<file path="config.mk">
export PLATFORM = sky130hd
export DESIGN_NAME = xrv_div_ctrl
export DESIGN_NICKNAME = d
export VERILOG_FILES = /design/src/rtl/xrv_div_ctrl.sv
export SDC_FILE = /design/constraint.sdc
export NUM_CORES = 1
export LEC_CHECK = 0
export ABC_AREA = 1
export BUFFER_PORTS_ARGS = -buffer_cell sky130_fd_sc_hd__buf_2
export CORE_ASPECT_RATIO = 0.9
export CORE_UTILIZATION = 54
export CTS_CLUSTER_DIAMETER = 40
export DETAILED_ROUTE_END_ITERATION = 10
export PLACE_DENSITY_LB_ADDON = 0.1
export SETUP_SLACK_MARGIN = 0.05
export SLEW_MARGIN = 20
export SYNTH_ARGS = -nofsm -noshare
export SYNTH_HDL_FRONTEND = slang
export SYNTH_SLANG_ARGS = --single-unit
</file>
<file path="constraint.sdc">
create_clock -name clk -period 2.1 [get_ports clk]
set_clock_uncertainty 0.2 [all_clocks]
set_input_delay 0.315 -clock clk [delete_from_list [all_inputs] [get_ports clk]]
set_output_delay 0.315 -clock clk [all_outputs]
set_load 0.05 [all_outputs]
</file>
<file path="src/rtl/xrv_div_ctrl.sv">
// xrv_div_ctrl: sequencer between the execute stage and the shared iterative
// 32-bit divider used for DIV / DIVU / REM / REMU.
//
// Accepts one request at a time. Divide-by-zero and signed overflow are
// answered locally, without starting the divider. All other requests are
// sent to the divider as unsigned magnitudes, and the result sign is fixed
// up on return. A watchdog turns a lost divider result into an error
// response. A flush kills the in-flight request. If the divider was already
// started, its eventual result is drained and discarded.
//
// Ports:
//   clk, rstb           clock, asynchronous active-low reset
//   req_*               request handshake (op, rs1, rs2, tag); req_ready only in IDLE
//   flush               kill in-flight request (highest priority)
//   rsp_*               tagged result handshake; rsp_err marks a timeout result
//   div_valid           one-cycle start pulse to the divider
//   div_dividend/divisor unsigned operand magnitudes
//   div_is_sign         always 0 (divider only sees magnitudes)
//   div_optype          0 quotient, 1 remainder
//   div_result(_valid)  divider result and strobe
module xrv_div_ctrl #(
    parameter int TAG_W   = 5,
    parameter int TIMEOUT = 48
) (
    input  logic             clk,
    input  logic             rstb,
    input  logic             req_valid,
    output logic             req_ready,
    input  logic [1:0]       req_op,
    input  logic [31:0]      req_rs1,
    input  logic [31:0]      req_rs2,
    input  logic [TAG_W-1:0] req_tag,
    input  logic             flush,
    output logic             rsp_valid,
    input  logic             rsp_ready,
    output logic [31:0]      rsp_data,
    output logic [TAG_W-1:0] rsp_tag,
    output logic             rsp_err,
    output logic             div_valid,
    output logic [31:0]      div_dividend,
    output logic [31:0]      div_divisor,
    output logic             div_is_sign,
    output logic             div_optype,
    input  logic [31:0]      div_result,
    input  logic             div_result_valid
);

    typedef enum logic [2:0] {
        ST_IDLE  = 3'd0,
        ST_ISSUE = 3'd1,
        ST_WAIT  = 3'd2,
        ST_RESP  = 3'd3,
        ST_DRAIN = 3'd4
    } state_t;

    localparam int              WD_W    = $clog2(TIMEOUT + 1);
    localparam logic [WD_W-1:0] WD_LAST = WD_W'(TIMEOUT - 1);
    localparam logic [WD_W-1:0] WD_ONE  = WD_W'(1);

    // Two's-complement absolute value; abs(0x80000000) stays 0x80000000.
    function automatic logic [31:0] abs32(input logic [31:0] x);
        if (x[31]) begin
            abs32 = ~x + 32'd1;
        end else begin
            abs32 = x;
        end
    endfunction

    state_t          state_r;
    state_t          state_nxt_s;
    logic [WD_W-1:0] wd_cnt_r;
    logic            op_rem_r;
    logic            neg_q_r;
    logic            neg_r_r;

    logic            accept_s;
    logic            req_signed_s;
    logic            div_zero_s;
    logic            ovf_s;
    logic [31:0]     special_data_s;
    logic            sel_neg_s;
    logic            wd_expire_s;
    logic            issue_s;
    logic            rsp_set_s;
    logic            rsp_clr_s;
    logic [31:0]     rsp_data_nxt_s;
    logic            rsp_err_nxt_s;

    assign req_ready    = (state_r == ST_IDLE);
    assign div_is_sign  = 1'b0;
    // A flush in IDLE blocks acceptance even though req_ready is high.
    assign accept_s     = req_ready & req_valid & ~flush;
    assign req_signed_s = ~req_op[0];
    assign div_zero_s   = (req_rs2 == 32'd0);
    assign ovf_s        = req_signed_s & (req_rs1 == 32'h8000_0000) & (req_rs2 == 32'hFFFF_FFFF);
    assign sel_neg_s    = op_rem_r ? neg_r_r : neg_q_r;
    assign wd_expire_s  = (wd_cnt_r == WD_LAST);

    // Locally resolved results: divide-by-zero first, then signed overflow.
    always_comb begin
        special_data_s = 32'd0;
        if (div_zero_s) begin
            special_data_s = req_op[1] ? req_rs1 : 32'hFFFF_FFFF;
        end else begin
            special_data_s = req_op[1] ? 32'd0 : 32'h8000_0000;
        end
    end

    // Next-state and per-cycle control decode; flush outranks every other event.
    always_comb begin
        state_nxt_s    = state_r;
        issue_s        = 1'b0;
        rsp_set_s      = 1'b0;
        rsp_clr_s      = 1'b0;
        rsp_data_nxt_s = 32'd0;
        rsp_err_nxt_s  = 1'b0;
        case (state_r)
            ST_IDLE: begin
                if (accept_s) begin
                    if (div_zero_s || ovf_s) begin
                        state_nxt_s    = ST_RESP;
                        rsp_set_s      = 1'b1;
                        rsp_data_nxt_s = special_data_s;
                    end else begin
                        state_nxt_s = ST_ISSUE;
                        issue_s     = 1'b1;
                    end
                end else begin
                    state_nxt_s = ST_IDLE;
                end
            end
            ST_ISSUE: begin
                if (flush) begin
                    state_nxt_s = ST_DRAIN;
                end else begin
                    state_nxt_s = ST_WAIT;
                end
            end
            ST_WAIT: begin
                if (flush) begin
                    state_nxt_s = ST_DRAIN;
                end else if (div_result_valid) begin
                    state_nxt_s    = ST_RESP;
                    rsp_set_s      = 1'b1;
                    rsp_data_nxt_s = sel_neg_s ? (~div_result + 32'd1) : div_result;
                end else if (wd_expire_s) begin
                    state_nxt_s    = ST_RESP;
                    rsp_set_s      = 1'b1;
                    rsp_err_nxt_s  = 1'b1;
                end else begin
                    state_nxt_s = ST_WAIT;
                end
            end
            ST_RESP: begin
                if (flush || rsp_ready) begin
                    state_nxt_s = ST_IDLE;
                    rsp_clr_s   = 1'b1;
                end else begin
                    state_nxt_s = ST_RESP;
                end
            end
            ST_DRAIN: begin
                if (div_result_valid || wd_expire_s) begin
                    state_nxt_s = ST_IDLE;
                end else begin
                    state_nxt_s = ST_DRAIN;
                end
            end
            default: begin
                state_nxt_s = ST_IDLE;
            end
        endcase
    end

    // State register.
    always_ff @(posedge clk or negedge rstb) begin
        if (!rstb) begin
            state_r <= ST_IDLE;
        end else begin
            state_r <= state_nxt_s;
        end
    end

    // Watchdog: cleared while issuing, counts every WAIT/DRAIN cycle.
    always_ff @(posedge clk or negedge rstb) begin
        if (!rstb) begin
            wd_cnt_r <= '0;
        end else if (state_r == ST_ISSUE) begin
            wd_cnt_r <= '0;
        end else if (((state_r == ST_WAIT) || (state_r == ST_DRAIN)) && !wd_expire_s) begin
            wd_cnt_r <= wd_cnt_r + WD_ONE;
        end else begin
            wd_cnt_r <= wd_cnt_r;
        end
    end

    // Request capture: tag and sign-correction flags.
    always_ff @(posedge clk or negedge rstb) begin
        if (!rstb) begin
            rsp_tag  <= '0;
            op_rem_r <= 1'b0;
            neg_q_r  <= 1'b0;
            neg_r_r  <= 1'b0;
        end else if (accept_s) begin
            rsp_tag  <= req_tag;
            op_rem_r <= req_op[1];
            neg_q_r  <= req_signed_s & (req_rs1[31] ^ req_rs2[31]);
            neg_r_r  <= req_signed_s & req_rs1[31];
        end else begin
            rsp_tag  <= rsp_tag;
            op_rem_r <= op_rem_r;
            neg_q_r  <= neg_q_r;
            neg_r_r  <= neg_r_r;
        end
    end

    // Divider command: the pulse is high exactly for the ISSUE cycle.
    always_ff @(posedge clk or negedge rstb) begin
        if (!rstb) begin
            div_valid    <= 1'b0;
            div_dividend <= 32'd0;
            div_divisor  <= 32'd0;
            div_optype   <= 1'b0;
        end else if (issue_s) begin
            div_valid    <= 1'b1;
            div_dividend <= req_signed_s ? abs32(req_rs1) : req_rs1;
            div_divisor  <= req_signed_s ? abs32(req_rs2) : req_rs2;
            div_optype   <= req_op[1];
        end else begin
            div_valid    <= 1'b0;
        end
    end

    // Response register: data/err load on entry to RESP and hold until consumed.
    always_ff @(posedge clk or negedge rstb) begin
        if (!rstb) begin
            rsp_valid <= 1'b0;
            rsp_data  <= 32'd0;
            rsp_err   <= 1'b0;
        end else if (rsp_set_s) begin
            rsp_valid <= 1'b1;
            rsp_data  <= rsp_data_nxt_s;
            rsp_err   <= rsp_err_nxt_s;
        end else if (rsp_clr_s) begin
            rsp_valid <= 1'b0;
        end else begin
            rsp_valid <= rsp_valid;
        end
    end

endmodule

</file>
# Yosys cells after proc, flatten, opt, wreduce, memory -nomap -nowiden
# Index checks and enable logic that the tools add are counted.
[classes]
addsub = 4
bitwise = 12
mux = 42
n_reduce_logical = 10
n_eq_ne = 7
[op_table]
columns = ["cell", "count"]
rows = [
  ["$mux 32", 12],
  ["$add 32x1->32 const B", 3],
  ["$not 32->32", 3],
  ["$eq 32x32->1 const B", 2],
  ["$pmux 32 s2", 1],
  ["$logic_not 32->1", 1],
  ["$mux 1", 19],
  ["$pmux 3 s5", 1],
  ["$mux 3", 4],
  ["$mux 6", 2],
  ["$add 6x1->6 const B", 1],
  ["$and 1x1->1", 6],
  ["$eq 3x2->1 const B", 2],
  ["$eq 6x6->1 const B", 1],
  ["$logic_or 1x1->1", 4],
  ["$mux 2", 2],
  ["$reduce_bool 2->1", 2],
  ["$eq 3x1->1 const B", 1],
  ["$eq 3x3->1 const B", 1],
  ["$logic_not 3->1", 1],
  ["$not 1->1", 2],
  ["$pmux 1 s2", 1],
  ["$logic_and 1x1->1", 1],
  ["$logic_not 1->1", 1],
  ["$xor 1x1->1", 1],
]
[word_totals]
input_bits = 109
output_inout_bits = 107
wordCells = 88
regBits = 117

# Logic depth before layout (Yosys ltp)
[logic_depth]
depth_word = 8
mapped_depth = 13

# Worst setup path after synthesis
# OpenSTA, ideal clock, no wires.
[synth_path]
path_type = "register to register"
start = "register state_r[1]"
end = "register rsp_data[11]"
required_time_ns = 1.777
arrival_ns = 1.681
synth_period_minus_slack_ns = 2.003
path_buffers = 2
stages_incl_launch_ff = 11
slack_ns = 0.097
cell_sequence = "dfrtp_1 -> nor2_1 -> nand2_1 -> inv_2 -> nand3_2 -> inv_2 -> buf_2 -> nand2_2 -> buf_2 -> nand3_1 -> nand2_1"
[synth_between]
elab_chain_cells = 5
elab_cells_between_ends = 8
classes_between = "eq/ne: 1; mux: 4; bitwise: 2; reduce/logical: 1"
[synth_rtl]
columns = ["item", "line_no", "rtl"]
rows = [
  ["from (decl)", "69", "state_t state_r;"],
  ["from (signal assigned)", "180", "state_r <= state_nxt_s;"],
  ["$logic_not 3->1 (*)", "89", "assign req_ready = (state_r == ST_IDLE);"],
  ["via req_ready", "28", "output logic req_ready,"],
  ["$and 1x1->1 (2 in series)", "92", "assign accept_s = req_ready & req_valid & ~flush;"],
  ["$mux 32 / $mux 1 (equally long branches)", "119", "if (accept_s) begin"],
  ["$pmux 32 s2 / $pmux 1 s2 (equally long branches)", "117", "case (state_r)"],
  ["to (signal assigned)", "242", "rsp_data <= rsp_data_nxt_s;"],
  ["to (decl)", "36", "output logic [31:0] rsp_data,"],
]
# Mark *: on every way through the listed nets, which the timed path passes. The rest lies on a longest branch.
# A chain may end at the register's enable or synchronous reset.

# Final worst setup path
[layout_path]
start = "input port flush"
end = "register rsp_data[23]"
[layout_between]
elab_chain_cells = 4
elab_cells_between_ends = 8
classes_between = "mux: 6; bitwise: 2"
[layout_rtl]
columns = ["item", "line_no", "rtl"]
rows = [
  ["from (decl)", "33", "input logic flush,"],
  ["$not 1->1", "92", ""],
  ["$and 1x1->1", "92", ""],
  ["$mux 32 / $mux 1 (equally long branches)", "119", ""],
  ["$pmux 32 s2 / $pmux 1 s2 (equally long branches)", "117", ""],
]
# Parallel ways exist; a longest one is shown, timed or not.

==> impl_metrics.yaml <==
drt:
  routed_antenna_nets: 0
  routedWlPerCell_um: 15.2
  postRouteWirelength_mm: 25.7
  detail_route.iter0.violations: 871
  routed_via_density: 5.32
  route.detailed.drc: 0
  top_layer: "met4"
  dr_total_vias: 8993
  route.met2.wl_mm: 11.4
  met1Wirelength_mm: 11.7
  met3_wirelength_mm: 2.20
  detailedRoute.firstPassIterationCount: 7
yosys:
  synth_warnings: 0
  post-synth-top-area-fraction_pct: 36.1
  syn_std_cell_area_mm2: 0.00812
  synth_largest_area_cell: "dfrtp_1"
  synth.top_cells.by_count: "358 x nand2_1, 155 x nor2_1, 126 x inv_1"
  syn_area_per_cell_um2: 6.67
  yosys_register_bits: 117
  synth_top_cells_by_area: "dfrtp_1 36%, nand2_1 17%, nand3_1 7.6%"
  mappedNetlistNets: 1332
  synth.lib_cells_used.distinct: 39
  yosysSeqAreaShare_pct: 36.1
  synth_top_flop_cell: "dfrtp_1"
  synthMostInstantiatedCell: "nand2_1"
  async_flop_share_pct: 100
  instance_count_of_the_mapped_netlist: 1218
  synth_edf_count: 0
hold_path:
  timing.hold.worst.start: "req_rs2[31]"
  hp-class: "in2reg"
placement:
  dp.final_hpwl_mm: 19.5
  postPlaceCellArea_mm2: 0.00977
  port_buffers: 214
  place_worst_setup_slack_ps: -57.2
  gp_congestion: 0.947
clock_network:
  cts_buffer_depth: 2
  clkTransAtPathRegs_ps: 50
  insertion_delay_ps: 420
  cts-htree-levels: 4
  cts_setup_buffers: 0
  cts_tree: "done"
  clockRootBuffer: "clkbuf_16"
  numCtsBuffers: 17
  clock_sink_count: 117
worst_setup_path:
  endpoint: "rsp_data[23]"
  critPathArrivalTime_ps: 2110
  worst-r2r-cell-count: 11
  worstSetupEndpointType: "register"
  r2r_slack_ps: 160
  timing.critical_path.slowest_cell_delay_ps: 530
  critical_path.reg2reg.endpoint: "rsp_data[23]"
  crit_chain: "dlygate4sd3_1 > buf_2 > inv_1 > nand3_2 > inv_4 > nand3_2 > inv_4 > o21ai_0 > o21ai_0 > inv_1 > nand2_1"
  setup.worst_path.class: "in2reg"
  critical_path.slowest_cell: "dlygate4sd3_1"
  critPathRequiredTime_ps: 2260
  regToRegStartpoint: "state_r[0]"
  setup.worst_path.start_class: "input port"
  critical_path.max_fanout: 14
  critPathLaunch: "flush"
layout:
  final_nets: 1595
  stdcell_area_mm2: 0.0105
  num-fill-cells: 1286
  antenna_cells_inserted: 0
  layout-area-overhead-vs-synth_pct: 29.2
  drive_above_1_share_pct: 25.2
timing:
  ratio_of_final_minimum_period_to_clock_period_pct: 92.8
  grt_setup_unrepaired: "no"
  hold_violations: 0
  number_of_setup_violations_in_the_final_report: 0
  timing_max_transition_violations_final: 0
  achievable_freq_mhz: 513
  final_critical_path_setup_slack_ps: 152
  min_period_ps: 1950
  hold-worst-slack_ps: 8.87
run_status:
  run_status: "complete, no violations"
global_route:
  grt_antenna_before_repair: 0
  grt_pass1_vias: 8290
  globalRouteOverflowTotal: 0
  grt_start_max_net_pins: 51
  grt_util_all_layers_pct: 34.1
  grt_pass1_wl_mm: 41.9
die:
  die_height_um: 118
  coreArea_mm2: 0.0147
  initial_utilization_pct: 55.2
  std_cell_rows: 42
  die_width_um: 131
  io_pins: 216
  die_area_mm2: 0.0155
job:
  cap_viol_max_count: 0
pwr:
  power.static_leakage_nw: 5.57
  vdd.ir_drop.worst_mv: 1.28
  powerDensity_mw_per_mm2: 1400
==> flip-flops by register name (all words and copies together), names as in the netlist <==
name and count:
rsp_tag 5, neg_q_r 1, rsp_data 32, rsp_err 1
div_divisor 32, div_dividend 32, rsp_valid 1, wd_cnt_r 6
state_r 3, neg_r_r 1, div_valid 1, op_rem_r 1
div_optype 1
==> metal layers <==
metal,vias up,global-route usage [%]
li1,4434,-
met1,4095,49.0
met3,48,5.15
met5,-,0
met4,0,10.2
met2,416,52.9
==> metrics by stage <==
step | util [%] | setup TNS, ps | total power, mW | cells
after detailed placement | 66.4 | -1130 | 11.4 | 1652
final | 71.3 | 0 | 14.7 | 1689
after floorplan | - | 0 | 9.47 | 1218
after global routing | 71.3 | 0 | 15.4 | 1689
after CTS | 71.2 | 0 | 14.6 | 1689
after global placement | 66.4 | 0 | 11.3 | 1652
==> placed cells by master (no fill, tap or decap), types with 8 or more instances in the layout <==
cell type      synthesis  routed
xor2_1                29      29
nand3_1              124     124
buf_2                 17     213
nand2_1              358     358
clkbuf_16              0      17
dlygate4sd3_1          0       8
o21ai_1               10      11
xnor2_1               10      10
o21ai_0               84      83
inv_1                126     126
nor2_2                 7       8
buf_12                 0       9
dfrtp_1              117     117
nand2_2               23      23
a21oi_1               33      33
o21ai_2               29      29
buf_4                  5      49
nor2_1               155     154
nand4_1               16      16
nor3_1                18      18
==> kinds of logic after synthesis <==
kind of cell / synth area share, %
other: 0.0462
AO/OA/AOI/OAI: 11.8
AND/OR/NAND/NOR: 38.2
buffers and inverters: 8.97
adder cells (fa/ha/maj): 0.770
flip-flops: 36.1
XOR/XNOR: 4.21
==> final cells by class <==
cell class              count  area (um2)  share of cell area, %
clock inverters             9         176                   1.68
well taps                 198         248                   2.36
inverters                 134         508                   4.84
repair buffers            280        1710                   16.3
multi-input cells         931        4470                   42.6
clock buffers              20         457                   4.35
flip-flops and latches    117        2930                   27.9
==> worst min-delay path by stage <==
stage | endpoint | slack (ps) | cells after the start
after floorplan | div_dividend[0] | -180 | 0
after global placement | wd_cnt_r[0] | 100 | 1
after detailed placement | wd_cnt_r[0] | 90 | 1
after CTS | div_divisor[31] | 1 | 3
after global routing | div_divisor[31] | 20 | 3
final | div_divisor[31] | 9 | 3
==> worst max-delay path, delay by kind of cell <==
family	cells	cell delay [ps]
AO/OA/AOI/OAI	2	290
AND/OR/NAND/NOR	3	340
buffers and inverters	6	1170
==> timing repair <==
action                                  CTS  global route
hold endpoints to repair                 38             0
hold buffers                              8             0
resized for setup                         0             5
endpoints found under the setup margin    0             9
==> report_power, final <==
part	leakage [nW]	internal (mW)	total, mW	switching (mW)
combinational	3.79	1.85	7.58	5.74
sequential	1.47	3.27	3.87	0.598
clock	0.308	2.15	3.21	1.06
(Power assumes the default switching activity.)
